[config.mk]
export PLATFORM = sky130hd
export DESIGN_NAME = qpmux_sel_ctrl
export DESIGN_NICKNAME = d
export VERILOG_FILES = /design/src/rtl/qpmux_sel_pkg.sv /design/src/rtl/qpmux_rr_arb.sv /design/src/rtl/qpmux_sel_ctrl.sv
export SDC_FILE = /design/constraint.sdc
export NUM_CORES = 1
export LEC_CHECK = 0
export ABC_AREA = 1
export BUFFER_PORTS_ARGS = -buffer_cell sky130_fd_sc_hd__buf_2
export CORE_MARGIN = 3
export CORE_UTILIZATION = 57
export CTS_BUF_LIST = sky130_fd_sc_hd__clkbuf_4 sky130_fd_sc_hd__clkbuf_8 sky130_fd_sc_hd__clkbuf_16
export DETAILED_ROUTE_END_ITERATION = 12
export PLACE_DENSITY = 0.85
export SYNTH_ARGS = -nofsm -noshare
export SYNTH_HDL_FRONTEND = slang
export SYNTH_HIERARCHICAL = 1
export SYNTH_SLANG_ARGS = --single-unit
[constraint.sdc]
create_clock -name qck -period 2.9 [get_ports qck]
set_clock_uncertainty 0.2 [all_clocks]
set_input_delay 0.145 -clock qck [delete_from_list [all_inputs] [get_ports qck]]
set_output_delay 0.145 -clock qck [all_outputs]
set_load 0.01 [all_outputs]
[src/rtl/qpmux_sel_pkg.sv]
// qpmux_sel_pkg: shared states, source codes and source-equivalence helper for the QPMUX select sequencer.
package qpmux_sel_pkg;

    typedef enum logic [2:0] {
        S_INIT,
        S_IDLE,
        S_GRANT,
        S_GATE_OFF,
        S_SETTLE,
        S_FINISH
    } state_t;

    localparam logic [1:0] SRC_QCLKIN = 2'b00;
    localparam logic [1:0] SRC_GMUXIN = 2'b01;
    localparam logic [1:0] SRC_QHSCK  = 2'b10;
    localparam logic [1:0] SRC_RSVD   = 2'b11;

    // Codes 10 and 11 both select QHSCK on the mux.
    function automatic logic src_equiv(input logic [1:0] a, input logic [1:0] b);
        return (a == b) || (a[1] && b[1]);
    endfunction

endpackage

[src/rtl/qpmux_rr_arb.sv]
// qpmux_rr_arb: combinational round-robin winner select, highest priority at the pointer.
module qpmux_rr_arb #(
    parameter int NUM_REQ = 2,
    parameter int PW      = (NUM_REQ > 1) ? $clog2(NUM_REQ) : 1
) (
    input  logic [NUM_REQ-1:0] valid,
    input  logic [PW-1:0]      ptr,
    output logic               any,
    output logic [PW-1:0]      win
);

    assign any = |valid;

    // Scan from the farthest slot back to the pointer so the nearest valid requester wins.
    always_comb begin
        win = '0;
        for (int k = NUM_REQ - 1; k >= 0; k--) begin
            if (valid[(int'(ptr) + k) % NUM_REQ]) win = PW'((int'(ptr) + k) % NUM_REQ);
        end
    end

endmodule

[src/rtl/qpmux_sel_ctrl.sv]
// qpmux_sel_ctrl: gated, settle-timed select sequencer for the QPMUX clock mux.
// Optional QPMUX_SEL_ERR_EN adds the err port and rejects the reserved code 2'b11.
module qpmux_sel_ctrl
    import qpmux_sel_pkg::*;
#(
    parameter int         NUM_REQ       = 2,
    parameter int         GATE_CYCLES   = 4,
    parameter int         SETTLE_CYCLES = 8,
    parameter logic [1:0] RESET_SRC     = 2'b00
) (
    input  logic                 qck,
    input  logic                 qrt,
    input  logic [NUM_REQ-1:0]   req_valid,
    input  logic [2*NUM_REQ-1:0] req_src,
    output logic [NUM_REQ-1:0]   req_ready,
    output logic [NUM_REQ-1:0]   done,
    output logic                 is0,
    output logic                 is1,
    output logic                 gate_en,
    output logic                 busy,
`ifdef QPMUX_SEL_ERR_EN
    output logic                 err,
`endif
    output logic [1:0]           cur_src
);

    localparam int PW   = (NUM_REQ > 1) ? $clog2(NUM_REQ) : 1;
    localparam int CMAX = (GATE_CYCLES > SETTLE_CYCLES) ? GATE_CYCLES : SETTLE_CYCLES;
    localparam int CW   = $clog2(CMAX + 1);
    localparam logic [CW-1:0] GLAST = CW'(GATE_CYCLES - 1);
    localparam logic [CW-1:0] SLAST = CW'(SETTLE_CYCLES - 1);
    localparam logic [PW-1:0] PLAST = PW'(NUM_REQ - 1);

    state_t               state, state_n;
    logic [CW-1:0]        cnt, cnt_n;
    logic [1:0]           cur, cur_n, lat, lat_n, sel;
    logic [PW-1:0]        own, own_n, ptr, ptr_n, win;
    logic [NUM_REQ-1:0]   ready_n, done_n;
    logic                 gate_n, busy_n, any, rsvd;
`ifdef QPMUX_SEL_ERR_EN
    logic                 err_n;
`endif

    qpmux_rr_arb #(.NUM_REQ(NUM_REQ), .PW(PW)) u_arb (
        .valid (req_valid),
        .ptr   (ptr),
        .any   (any),
        .win   (win)
    );

    assign sel = req_src[2*int'(win) +: 2];
`ifdef QPMUX_SEL_ERR_EN
    assign rsvd = (sel == SRC_RSVD);
`else
    assign rsvd = 1'b0;
`endif

    always_comb begin
        state_n = state;
        cnt_n   = cnt;
        cur_n   = cur;
        lat_n   = lat;
        own_n   = own;
        ptr_n   = ptr;
        gate_n  = gate_en;
        ready_n = '0;
        done_n  = '0;
`ifdef QPMUX_SEL_ERR_EN
        err_n   = 1'b0;
`endif
        case (state)
            S_INIT: begin
                cnt_n   = (cnt == SLAST) ? '0 : cnt + 1'b1;
                gate_n  = (cnt == SLAST);
                state_n = (cnt == SLAST) ? S_IDLE : S_INIT;
            end
            S_IDLE: begin
                if (any) begin
                    ready_n[win] = 1'b1;
                    lat_n        = sel;
                    own_n        = win;
                    ptr_n        = (win == PLAST) ? '0 : win + 1'b1;
                    // Same-source and rejected requests complete without touching the gate.
                    if (rsvd) state_n = S_FINISH;
                    else if (src_equiv(sel, cur)) state_n = S_GRANT;
                    else begin
                        state_n = S_GATE_OFF;
                        gate_n  = 1'b0;
                    end
                end
            end
            S_GRANT: begin
                done_n[own] = 1'b1;
                state_n     = S_IDLE;
            end
            S_FINISH: begin
                done_n[own] = 1'b1;
`ifdef QPMUX_SEL_ERR_EN
                err_n       = 1'b1;
`endif
                state_n     = S_IDLE;
            end
            S_GATE_OFF: begin
                cnt_n   = (cnt == GLAST) ? '0 : cnt + 1'b1;
                cur_n   = (cnt == GLAST) ? lat : cur;
                state_n = (cnt == GLAST) ? S_SETTLE : S_GATE_OFF;
            end
            S_SETTLE: begin
                cnt_n       = (cnt == SLAST) ? '0 : cnt + 1'b1;
                gate_n      = (cnt == SLAST);
                done_n[own] = (cnt == SLAST);
                state_n     = (cnt == SLAST) ? S_IDLE : S_SETTLE;
            end
            default: state_n = S_INIT;
        endcase
        busy_n = (state_n != S_IDLE);
    end

    always_ff @(posedge qck or posedge qrt) begin
        if (qrt) begin
            state     <= S_INIT;
            cnt       <= '0;
            cur       <= RESET_SRC;
            lat       <= RESET_SRC;
            own       <= '0;
            ptr       <= '0;
            gate_en   <= 1'b0;
            busy      <= 1'b1;
            req_ready <= '0;
            done      <= '0;
`ifdef QPMUX_SEL_ERR_EN
            err       <= 1'b0;
`endif
        end else begin
            state     <= state_n;
            cnt       <= cnt_n;
            cur       <= cur_n;
            lat       <= lat_n;
            own       <= own_n;
            ptr       <= ptr_n;
            gate_en   <= gate_n;
            busy      <= busy_n;
            req_ready <= ready_n;
            done      <= done_n;
`ifdef QPMUX_SEL_ERR_EN
            err       <= err_n;
`endif
        end
    end

    assign is0     = cur[0];
    assign is1     = cur[1];
    assign cur_src = cur;

endmodule

* Yosys cells after proc, flatten, opt, wreduce, memory -nomap -nowiden
Index checks and enable logic that the tools add are counted.
Cells by class: add/subtract/negate cells 3, $lt $le $gt $ge 6, equal/unequal tests 11, shifts and indexed selects 1, muxes and demuxes 27, bitwise logic cells 2, reductions and logical operators 13
Operators by type and width (count):
- $pmux W3 S5 | 1
- $mux W1 | 14
- $mux W3 | 3
- $mux W4 | 2
- $pmux W4 S2 | 1
- $eq A3 B2 Y1 const B | 2
- $eq A3 B3 Y1 const B | 2
- $lt A1 B2 Y1 const B | 3
- $reduce_or A2 Y1 | 3
- $add A4 B1 Y4 const B | 1
- $eq A4 B2 Y1 const B | 1
- $eq A4 B3 Y1 const B | 1
- $mux W2 | 2
- $ne A2 B2 Y1 const B | 2
- $pmux W2 S2 | 1
- $reduce_and A2 Y1 | 2
- $reduce_bool A2 Y1 | 2
- $shiftx A4 B3 Y2 | 1
- $eq A3 B1 Y1 const B | 1
- $logic_and A1 B1 Y1 | 3
- $logic_not A3 Y1 | 1
- $lt A2 B3 Y1 const B | 1
- $ne A3 B1 Y1 const B | 1
- $reduce_and A3 Y1 | 1
- other kinds (8) | 11
Word-level totals: register bits 19, input port bits 8, output and inout port bits 10

* Depth between registers and ports, before layout
depth in word-level cells 14, depth in mapped cells 11, gate-level depth less buffers 11

* Modules after synthesis
Netlist, hierarchy kept.
By module, submodules not included:
- qpmux_sel_ctrl | instances 1, cells each 120, area an instance 970.9 µm², seq. area each 476.7 µm²
- qpmux_rr_arb | instances 1, cells each 4, area an instance 18.8 µm², seq. area each 0.0 µm²

* Least setup slack after synthesis
No wires, ideal clock.
kind flip-flop to flip-flop, start register ptr, end register gate_en, setup time 0.118 ns, data arrival time 1.350 ns, data required time 2.582 ns, setup slack 1.232 ns, cell stages (with the launch flop) 12, cells stage by stage dfrtp_1 -> inv_1 -> a21oi_1 -> inv_1 -> nand2_1 -> nand2_1 -> ha_1 -> inv_1 -> nand3_1 -> nand2_1 -> nand2_1 -> nand2_1
Between the ends: longest elaborated chain between the ends 11
RTL lines:
- from (decl) | RTL line qpmux_sel_ctrl.sv:37 | logic [PW-1:0] own, own_n, ptr, ptr_n, win;
- from (signal assigned) | RTL line qpmux_sel_ctrl.sv:140 | ptr <= ptr_n;
- $add A1 B1 Y1 | RTL line qpmux_rr_arb.sv:18 | if (valid[(int'(ptr) + k) % NUM_REQ]) win = PW'((int'(ptr) + k) % NUM_REQ);
- $mux W1 (implied by the code) (3 in a row) | RTL line qpmux_rr_arb.sv:18
- $mux W1 | RTL line qpmux_rr_arb.sv:18
- $mux W1 * | RTL line qpmux_rr_arb.sv:18
- via win | RTL line qpmux_sel_ctrl.sv:37
- $shiftx A4 B3 Y2 * | RTL line qpmux_sel_ctrl.sv:51 | assign sel = req_src[2*int'(win) +: 2];
- via sel[1] | RTL line qpmux_sel_ctrl.sv:36 | logic [1:0] cur, cur_n, lat, lat_n, sel;
- $eq A2 B2 Y1 / $logic_and A1 B1 Y1 (equally long branches) | RTL line qpmux_sel_pkg.sv:20 | return (a == b) || (a[1] && b[1]);
- $logic_or A1 B1 Y1 * | RTL line qpmux_sel_pkg.sv:20
- $ne A2 B2 Y1 (no source line) *
- $reduce_and A3 Y1 (no source line) *
- to (signal assigned) | RTL line qpmux_sel_ctrl.sv:141 | gate_en <= gate_n;
- to (decl) | RTL line qpmux_sel_ctrl.sv:19 | output logic gate_en,
Mark *: on every way through the listed nets, which the timed path passes. The rest lies on a longest branch. The select of a mux whose other input is x is not followed. A chain may end at the register's enable or synchronous reset.

* Worst setup path after layout
start register ptr, end register lat[1]
Between the ends: longest elaborated chain between the ends 7
RTL lines:
- $add A1 B1 Y1 | RTL line qpmux_rr_arb.sv:18
- $mux W1 (implied by the code) (3 in a row) | RTL line qpmux_rr_arb.sv:18
- $mux W1 | RTL line qpmux_rr_arb.sv:18
- $mux W1 * | RTL line qpmux_rr_arb.sv:18
- via win | RTL line qpmux_sel_ctrl.sv:37
- $shiftx A4 B3 Y2 * | RTL line qpmux_sel_ctrl.sv:51
- via sel[1] | RTL line qpmux_sel_ctrl.sv:36
- to (signal assigned) | RTL line qpmux_sel_ctrl.sv:138 | lat <= lat_n;
- to (decl) | RTL line qpmux_sel_ctrl.sv:36
Marked as above.

==> impl_metrics.ini <==
[worst_setup_path]
r2r_cells = 8
cp.required_ns = 2.89
start_kind = flop
critical_path_class = reg -> reg
cp.arrival_ns = 1.98
end_kind = flop
crit_fanout = 5

[timing]
slew-limit-headroom = 0.541
fin_setup_tns_ns = 0
fin_crit_sh = 0.685
fmax_ghz = 0.503
tightest_slew_ns = 0.688
finalWorstPathRequiredPeriod_ns = 1.99
setup_viol = 0
final_max_slew_viol_count = 0
setup_slack_ns = 0.912
grt_setup_unrepaired = false
finalHoldViolCount = 0

[cts]
post_cts_buffers = 0
holdBufCountCts = 3
cts-buffers-inserted = 3
cts_buffer_depth = 2
post_cts_resized = 0
clk_pin_slew_ns = 0.10
insertion_delay_ns = 0.30
cts_tree = built
htreeDepth = 1
clockRootBuffer = clkbuf_4
clock_sinks = 19

[synthesis]
syn_area_per_cell_um2 = 7.98
synth.top_cell.area_share = 0.455
seq_area_frac_synth = 0.482
ys_types = 22
synth-seq-cells = 19
synthTopCellsByArea = dfrtp_1, nand2_1, inv_1
syn_nets = 134
mappedNetlistArea_um2 = 990
yosysTopAreaCell = dfrtp_1
yosysWarnings = 6
synthCells = 124

[floorplan]
die_x_um = 47.7
rows = 14
core-area_um2 = 1580
die_y_um = 47.7
die_area_um2 = 2270
ios = 18
initial_core_util = 0.628

[pwr]
vdd_ir_drop_max_uv = 621
powerDensity_nw_per_um2 = 1060
leakagePower_nw = 0.654

[routing]
avgRoutedWirePerCell_um = 11.8
drt-initial-drc-count = 17
ant_nets = 0
dr_wl_met3_um = 84
routed.top_layer = met4
via_count = 834
met1_length_um = 822
drc = 0
drt-pass1-iter-count = 4
wl_mm = 1.91
viasPerCell = 5.15
met2_length_um = 937

[final_layout]
fin_nets = 157
areaGrowthSynthToFinish_pct = 15.2
finalCoreUtilization = 0.723
antenna-diode-count = 0
drive_gt1_frac = 0.295
stdcell_count = 162

[run]
maxCapViolCount = 0

[placed_design]
io_buffers = 17
place_ws_ns = 1.08
placed_cells = 155
place.gp.congestion = 0.792
hpwl_mm = 1.41

[global_route]
grt_pass1_vias = 724
grt_usage = 0.195
grt_max_degree = 20
grt.overflow.total = 0
grt_pass1_wl_mm = 2.98
antenna_found_initial = 0

[min_path]
hold_depth = 4
holdCritPathClass = in -> reg

[outcome]
run_status = complete, no violations
==> report_power, final <==
part	total, mW	internal (mW)	switching, mW
registers	0.476	0.386	0.0904
logic	0.588	0.223	0.365
clock network	0.145	0.0630	0.0821
total	1.21	0.672	0.537
==> final timing paths <==
path / startpoint / end / slack [ns]
max: ptr / lat[1] / 0.91
min: req_valid[0] / req_ready[1] / 0.007
max reg2reg: ptr / lat[1] / 0.91
min reg2reg: own / done[0] / 0.23
max in group asynchronous: qrt / lat[1] / 1.79
min in group asynchronous: qrt / cnt[2] / 0.28
==> logic make-up after synthesis <==
kind of cell,after synthesis,share of synthesized area
simple gates,65,0.302
buf+inv,26,0.106
flops,19,0.482
compound gates,11,0.0759
fa+ha+maj,2,0.0253
xor+xnor,1,0.00885
==> cell usage in the layout (no fill, tap or decap) <==
cell           count
a21oi_1            1
a21oi_2            1
buf_2             17
clkbuf_4           4
dfrtp_1           18
dfstp_2            1
dlygate4sd3_1      3
ha_1               2
inv_1             19
inv_2              5
nand2_1           35
nand2_2            5
nand3_1            8
nand3_2            2
nor2_1             7
nor2_2             6
o21a_1             1
o21ai_0            2
o21ai_1            4
o21ai_4            1
o31ai_1            1
or2_1              1
or2_2              1
xor2_1             1
==> synth_stat cells <==
library cell / instances
a21oi_1: 1
ha_1: 2
o21ai_4: 1
o21a_1: 1
a21oi_2: 1
nor2_2: 6
nand2_2: 5
nand3_1: 8
o31ai_1: 1
dfrtp_1: 18
inv_2: 5
dfstp_2: 1
or2_2: 1
o21ai_1: 4
buf_4: 2
or2_1: 1
nor2_1: 7
nand3_2: 2
o21ai_0: 2
inv_1: 19
nand2_1: 35
xor2_1: 1
==> critical path, cell delays in order (launching register included) <==
cell and delay (ns):
dfrtp_1 0.36, inv_1 0.04, a21oi_1 0.29, inv_1 0.15, nand2_1 0.08, nand2_1 0.06
dlygate4sd3_1 0.56, nand2_1 0.08, o21ai_1 0.07
==> registers in the layout, summed over array words and instances, names as in the netlist <==
| name | count |
|---|---|
| done | 2 |
| cnt | 4 |
| ptr | 1 |
| busy | 1 |
| lat | 2 |
| state | 3 |
| cur_src | 2 |
| gate_en | 1 |
| req_ready | 2 |
| own | 1 |
==> routing by layer <==
layer  track usage  vias to the layer above
li1              -                      423
met1         0.228                      383
met2         0.340                       21
met3        0.0338                        7
met4        0.0968                        0
met5             0                        -
==> area by class of cell <==
cell class | count | area, um2
clock buffers | 4 | 30.0
well taps | 16 | 20.0
flip-flops and latches | 19 | 477
multi-input cells | 79 | 408
fillers | 134 | 437
inverters | 24 | 90.1
repair buffers | 20 | 115
==> through the flow <==
stage               total power, mW  hold slack (ns)  area, um2
finish                         1.21          0.00747       1140
global route                   1.32           0.0318       1140
CTS                            1.21          0.00143       1140
detailed placement             1.06            0.102       1080
global placement               1.03           0.0864       1080
floorplan                     0.925           -0.105        990
(Power assumes the default switching activity.)
